===== config.mk =====
export PLATFORM = sky130hd
export DESIGN_NAME = and_chain_serial_rx
export DESIGN_NICKNAME = d
export VERILOG_FILES = /design/src/rtl/and_chain_pkg.sv /design/src/rtl/and_chain_serial_rx.sv
export SDC_FILE = /design/constraint.sdc
export NUM_CORES = 1
export LEC_CHECK = 0
export ABC_AREA = 0
export CAP_MARGIN = 20
export CORE_MARGIN = 2
export CORE_UTILIZATION = 46
export DETAILED_ROUTE_END_ITERATION = 8
export GPL_TIMING_DRIVEN = 0
export PLACE_DENSITY_LB_ADDON = 0.15
export RECOVER_POWER = 100
export SLEW_MARGIN = 20
export SYNTH_ARGS = -nofsm -noshare
export SYNTH_HDL_FRONTEND = slang
export SYNTH_SLANG_ARGS = --single-unit
export TNS_END_PERCENT = 30

===== constraint.sdc =====
create_clock -name clk -period 1.5 [get_ports clk]
set_input_delay 0.45 -clock clk [delete_from_list [all_inputs] [get_ports clk]]
set_output_delay 0.45 -clock clk [all_outputs]
set_load 0.005 [all_outputs]

===== src/rtl/and_chain_pkg.sv =====
// Shared types and constants for the serial prefix-AND receiver.
// Provides the FSM state type, the default word width and the count-width helper.
package and_chain_pkg;

  typedef enum logic {
    COLLECT = 1'b0,
    FULL    = 1'b1
  } state_t;

  localparam int AND_CHAIN_W = 4;

  // Bits needed to represent every value 0..w inclusive.
  function automatic int clog2w(input int w);
    int n;
    n = 0;
    while ((1 << n) <= w) n = n + 1;
    return n;
  endfunction

endpackage


===== src/rtl/and_chain_serial_rx.sv =====
// Bit-serial collector building the prefix-AND vector and leading-ones count of a WIDTH-bit word.
// Result valid one cycle after the last accepted bit; in_ready stays low until the word is taken.
module and_chain_serial_rx
  import and_chain_pkg::*;
#(
  parameter  int WIDTH = AND_CHAIN_W,
  localparam int CNT_W = clog2w(WIDTH)
) (
  input  logic             clk,
  input  logic             rst,
  input  logic             in_valid,
  output logic             in_ready,
  input  logic             in_bit,
  output logic             out_valid,
  input  logic             out_ready,
  output logic [WIDTH-2:0] out_prefix,
  output logic             out_all,
  output logic [CNT_W-1:0] out_ones
);

  state_t           r_state;
  logic             r_in_ready;
  logic             r_out_valid;
  logic             r_run;
  logic [WIDTH-2:0] r_prefix;
  logic [CNT_W-1:0] r_ones;
  logic [CNT_W-1:0] r_cnt;
  logic [WIDTH-2:0] r_out_prefix;
  logic             r_out_all;
  logic [CNT_W-1:0] r_out_ones;

  logic             w_acc;
  logic             w_last;
  logic             w_take;
  logic             w_run_new;
  logic [WIDTH-2:0] w_prefix_new;
  logic [CNT_W-1:0] w_ones_new;

  assign w_acc      = in_valid & r_in_ready;
  assign w_last     = w_acc && (r_cnt == CNT_W'(WIDTH - 1));
  assign w_take     = r_out_valid & out_ready;
  // run rests at 1 between words, so the first bit simply loads it
  assign w_run_new  = r_run & in_bit;
  assign w_ones_new = r_ones + CNT_W'(w_run_new);

  always_comb begin
    w_prefix_new = r_prefix;
    for (int k = 0; k < WIDTH - 1; k++) begin
      if (r_cnt == CNT_W'(k + 1)) w_prefix_new[k] = w_run_new;
    end
  end

  always_ff @(posedge clk or posedge rst) begin
    if (rst) begin
      r_state     <= COLLECT;
      r_in_ready  <= 1'b1;
      r_out_valid <= 1'b0;
    end else begin
      case (r_state)
        COLLECT: begin
          if (w_last) begin
            r_state     <= FULL;
            r_in_ready  <= 1'b0;
            r_out_valid <= 1'b1;
          end
        end
        FULL: begin
          if (w_take) begin
            r_state     <= COLLECT;
            r_in_ready  <= 1'b1;
            r_out_valid <= 1'b0;
          end
        end
        default: begin
          r_state     <= COLLECT;
          r_in_ready  <= 1'b1;
          r_out_valid <= 1'b0;
        end
      endcase
    end
  end

  always_ff @(posedge clk or posedge rst) begin
    if (rst) begin
      r_run        <= 1'b1;
      r_prefix     <= '0;
      r_ones       <= '0;
      r_cnt        <= '0;
      r_out_prefix <= '0;
      r_out_all    <= 1'b0;
      r_out_ones   <= '0;
    end else if (w_take) begin
      r_run    <= 1'b1;
      r_prefix <= '0;
      r_ones   <= '0;
      r_cnt    <= '0;
    end else if (w_acc) begin
      r_run    <= w_run_new;
      r_prefix <= w_prefix_new;
      r_ones   <= w_ones_new;
      r_cnt    <= r_cnt + 1'b1;
      if (w_last) begin
        r_out_prefix <= w_prefix_new;
        r_out_all    <= w_prefix_new[WIDTH-2];
        r_out_ones   <= w_ones_new;
      end
    end
  end

  assign in_ready   = r_in_ready;
  assign out_valid  = r_out_valid;
  assign out_prefix = r_out_prefix;
  assign out_all    = r_out_all;
  assign out_ones   = r_out_ones;

endmodule

======== Word level (Yosys, flattened, before mapping) ========
Cells that the tools add are included.
word-level totals
  register bits after elaboration ......... 20
  input bits .............................. 5
  output and inout port bits .............. 9
  logic and storage cells ................. 46
cells by class
  $add $sub $neg .......................... 2
  equal/unequal tests ..................... 5
  multiplexer cells ....................... 20
  bitwise logic cells ..................... 5
  reduce and logical (&&, ||, !) cells .... 4
operator list
  kind                                                              number
  3-bit two-way mux                                                 6
  1-bit two-way mux                                                 11
  3-bit by 2-bit == test with 1-bit output (second input constant)  2
  1-bit one-hot mux with 2 select lines                             3
  3-bit by 1-bit adder with 3-bit output                            1
  3-bit by 1-bit adder with 3-bit output (second input constant)    1
  1-bit bitwise AND                                                 3
  3-bit by 1-bit == test with 1-bit output (second input constant)  1
  3-bit AND reduction                                               1
  2-bit by 1-bit != test with 1-bit output (second input constant)  1
  2-bit != test (second input constant)                             1
  1-bit inverter                                                    2
  2-bit AND reduction                                               1
  2-bit nonzero test                                                1
  1-bit logical AND                                                 1

======== Longest topological paths before layout ========
  word-level depth ........................ 4
  mapped depth ............................ 7
  depth with buffers taken out ............ 6

======== Least setup slack after synthesis ========
OpenSTA, ideal clock, no wires.
  path type ............................... input -> register
  start point ............................. in in_bit
  end point ............................... reg r_out_ones[2] (netlist: out_ones[2])
  library setup time ...................... 128 ps
  data arrival time ....................... 1466 ps
  required time ........................... 1372 ps
  setup slack ............................. -93 ps
  stages on the path ...................... 6
  buffers on the path ..................... 1
  cell sequence ........................... and2_4 > buf_6 > ha_1 > ha_1 > xor2_1 > mux2_1
on the way
  word-level cells in the longest chain between the ends .. 2
ends and longest elaborated chain
  what                                    line                        RTL
  start, declared                         and_chain_serial_rx.sv:13   input logic in_bit,
  1-bit bitwise AND                       and_chain_serial_rx.sv:43   assign w_run_new = r_run & in_bit;
  3-bit by 1-bit adder with 3-bit output  and_chain_serial_rx.sv:44   assign w_ones_new = r_ones + CNT_W'(w_run_new);
  end signal, assigned                    and_chain_serial_rx.sv:105  r_out_ones <= w_ones_new;
  end, declared                           and_chain_serial_rx.sv:30   logic [CNT_W-1:0] r_out_ones;
Every way passes these cells.
A chain may end at the register's enable or synchronous reset.

======== Worst setup path in the final report ========
  start point ............................. reg r_run
  end point ............................... reg r_out_ones[1] (netlist: out_ones[1])
on the way
  word-level cells in the longest chain between the ends .. 2
ends and longest elaborated chain
  what                                    line                       RTL
  start, declared                         and_chain_serial_rx.sv:24  logic r_run;
  start signal, assigned                  and_chain_serial_rx.sv:98  r_run <= w_run_new;
  1-bit bitwise AND                       and_chain_serial_rx.sv:43
  3-bit by 1-bit adder with 3-bit output  and_chain_serial_rx.sv:44
  named net w_ones_new[1]                 and_chain_serial_rx.sv:37  logic [CNT_W-1:0] w_ones_new;
The timed path passes the listed nets, and every way through them passes these cells.

==> flow_summary.yaml <==
finish:
  syn2layout_area_growth_pct: 39.81
  final_cell_mix: "15 x dfrtp_1, 9 x dlygate4sd2_1, 8 x nand2_1"
  layout.nets: 118
  fillers: 154
  layout_commonest_cell: "dfrtp_1"
  n_antenna_cell: 0
  drive_gt1_share_pct: 37.74
cts:
  cts_tree: "yes"
  cts_root_buffer: "clkbuf_4"
  ctsLongestPathBuffers: 2
  clkSinkCount: 18
  cts-buffers-inserted: 3
  clock_latency_ns: 0.30
  h-tree-depth: 1
  cts_hold_buffers: 0
  clkTransAtPathRegs_ns: 0.11
routing:
  wl_um: 1729
  firstDrtPassIters: 3
  vias: 663
  drtIter0Drc: 2
  drcViolationCount: 0
  ant_nets: 0
  drt-wirelength-per-cell_um: 13.00
  viasPerCell: 4.985
timing:
  relSlewSlack_pct: 55.03
  final.setup.worst_slack_ns: -0.01021
  rsz0062_at_grt: "true"
  max_freq_mhz: 662.2
  drv_slew: 0
  finalHoldViolations: 0
  timing.hold.ws_ns: 0.4923
  fin_crit_sh_pct: 100.7
  fin_skew_ns: 0.005527
  setup_violations: 2
  worst_pin_slew_ns: 0.6738
  min_period_ns: 1.510
  tns_ns: -0.01846
synthesis:
  syn_area_um2: 920.9
  synth_compound_area_share_pct: 6.250
  syn_nets: 92
  synthSimpleGateAreaFrac_pct: 14.13
  yosys_warnings: 0
  synth_top_family_by_area: "simple AND/OR/NAND/NOR gates"
  syn_inst: 81
  synth_cell_type_count: 26
  ys_ff_latch: 18
  muxShareOfSynthArea_pct: 13.59
  synth-xor-area-share_pct: 2.853
  avgSynthCellArea_um2: 11.37
  synth_top_area_share_pct: 43.48
  yosys.area_share.adder_pct: 8.152
  synth_top_area_cell: "dfrtp_1"
  synth.area.top_cells: "dfrtp_1 43%, ha_1 8.2%, mux2_4 6.5%"
  synth-seq-area-share_pct: 49.18
die:
  core_um2: 1922
  initial_core_util_pct: 47.92
  dieArea_um2: 2376
  dieWidth_um: 48.74
  pin_count: 14
  rows: 16
  fp.dieH_um: 48.74
grt:
  gr-total-overflow: 0
  grt_pass1_vias: 685
  grt_usage_pct: 17.42
  grt_first_pass_wirelength_um: 3139
  antenna_found_initial: 0
  grt_max_degree: 19
placed_design:
  io_buffers: 13
  hpwl_um: 1103
  gp_congestion: 0.6986
critical_path:
  cp-end-kind: "flop"
  cp.required_ns: 1.70
  critPathMaxFanout: 6
  crit_path_start_kind: "flop"
  arrival_ns: 1.71
  criticalPathCategory: "flop to flop"
worst_hold_path:
  hold_class: "flop to flop"
outcome:
  status: "complete, but fails checks"
  violations: "negative setup slack"
pwr:
  p_leak_nw: 0.6088
  irDropWorstVdd_uv: 516.2
  power_density_nw_per_um2: 651.7
run:
  drv_cap: 0
[worst max-delay path: stages, from the launching register on]
cell	delay (ns)
dfstp_2	0.54
and2_4	0.13
buf_6	0.12
ha_4	0.14
ha_4	0.20
mux2_1	0.28
[flip-flops by register name (all words and copies together) (netlist names)]
name	flops
out_ones	3
r_cnt	3
out_valid	1
r_prefix	2
r_ones	3
in_ready	1
r_state	1
out_prefix	3
r_run	1
[path summary, 6_finish.rpt]
check                       startpoint     endpoint  slack, ns  cells past startpoint
setup / recovery                 r_run  out_ones[1]      -0.01                      5
hold / removal             out_ones[1]  out_ones[1]       0.49                      1
setup reg to reg                 r_run  out_ones[1]      -0.01                      5
hold reg to reg            out_ones[1]  out_ones[1]       0.49                      1
max in group asynchronous          rst     r_cnt[2]       0.35                      2
min in group asynchronous          rst  out_ones[2]       0.67                      2
[timing repair]
| item | CTS | global route |
|---|---|---|
| pin swaps | 4 | 3 |
| endpoints found under the setup margin | 16 | 9 |
| buffers inserted | 6 | 2 |
| gates resized for setup | 22 | 15 |
| hold endpoints to repair | 0 | 0 |
[power by group]
group | internal, mW | switching (mW)
Clock | 0.148 | 0.166
Sequential | 0.485 | 0.0000000000647
Combinational | 0.0150 | 0.0246
Total | 0.649 | 0.190
[synth_stat cells]
cell type	instances
buf_6	1
and2_4	1
nand3_1	1
ha_1	6
inv_1	6
nor2_1	6
nor2_4	1
nand2_1	8
mux2i_1	2
mux2_1	4
buf_4	2
and2_1	2
mux2_4	4
a31oi_1	1
dfrtp_1	16
a211oi_1	2
o22ai_1	1
xnor2_1	1
a21oi_1	4
nor2b_1	2
nand3_2	1
buf_2	1
dfstp_2	2
xor2_1	2
o21ai_0	2
nand4b_1	2
[per-stage QoR]
step | util (%) | worst slack [ns] | power [mW] | instances | instance area [um2]
final | 66.99 | -0.01021 | 0.8390 | 133 | 1287
after global placement | 57.94 | -0.4617 | 0.5370 | 121 | 1114
after detailed placement | 57.94 | -0.4686 | 0.5375 | 121 | 1114
after CTS | 63.02 | -0.08037 | 0.8387 | 131 | 1211
after global routing | 66.99 | -0.06757 | 0.8717 | 133 | 1287
after floorplan | - | 0.01407 | 0.5170 | 81 | 949.7
[layer usage]
layer / track usage (%) / part of all wire (%)
met1: 22.58 / 45
met2: 29.68 / 50
met3: 1.852 / 2.8
met4: 7.143 / 2.2
met5: 0 / 0
[cell type report]
class	count	area, um2	area share (%)
plain buffers	4	31.28	2.430
inverters	6	27.53	2.138
multi-input cells	53	509.2	39.55
flip-flops and latches	18	454.2	35.28
clock buffers	4	36.28	2.818
repair buffers	21	195.2	15.16
well taps	27	33.78	2.624
[logic make-up after synthesis]
| family | count (synthesis) |
|---|---|
| and+or+nand+nor | 24 |
| xor gates and xnor gates | 3 |
| adders and majority gates | 6 |
| buffers and inverters | 10 |
| DFF | 18 |
| AOI/OAI and AO/OA | 10 |
| muxes | 10 |
(Power assumes the default switching activity.)
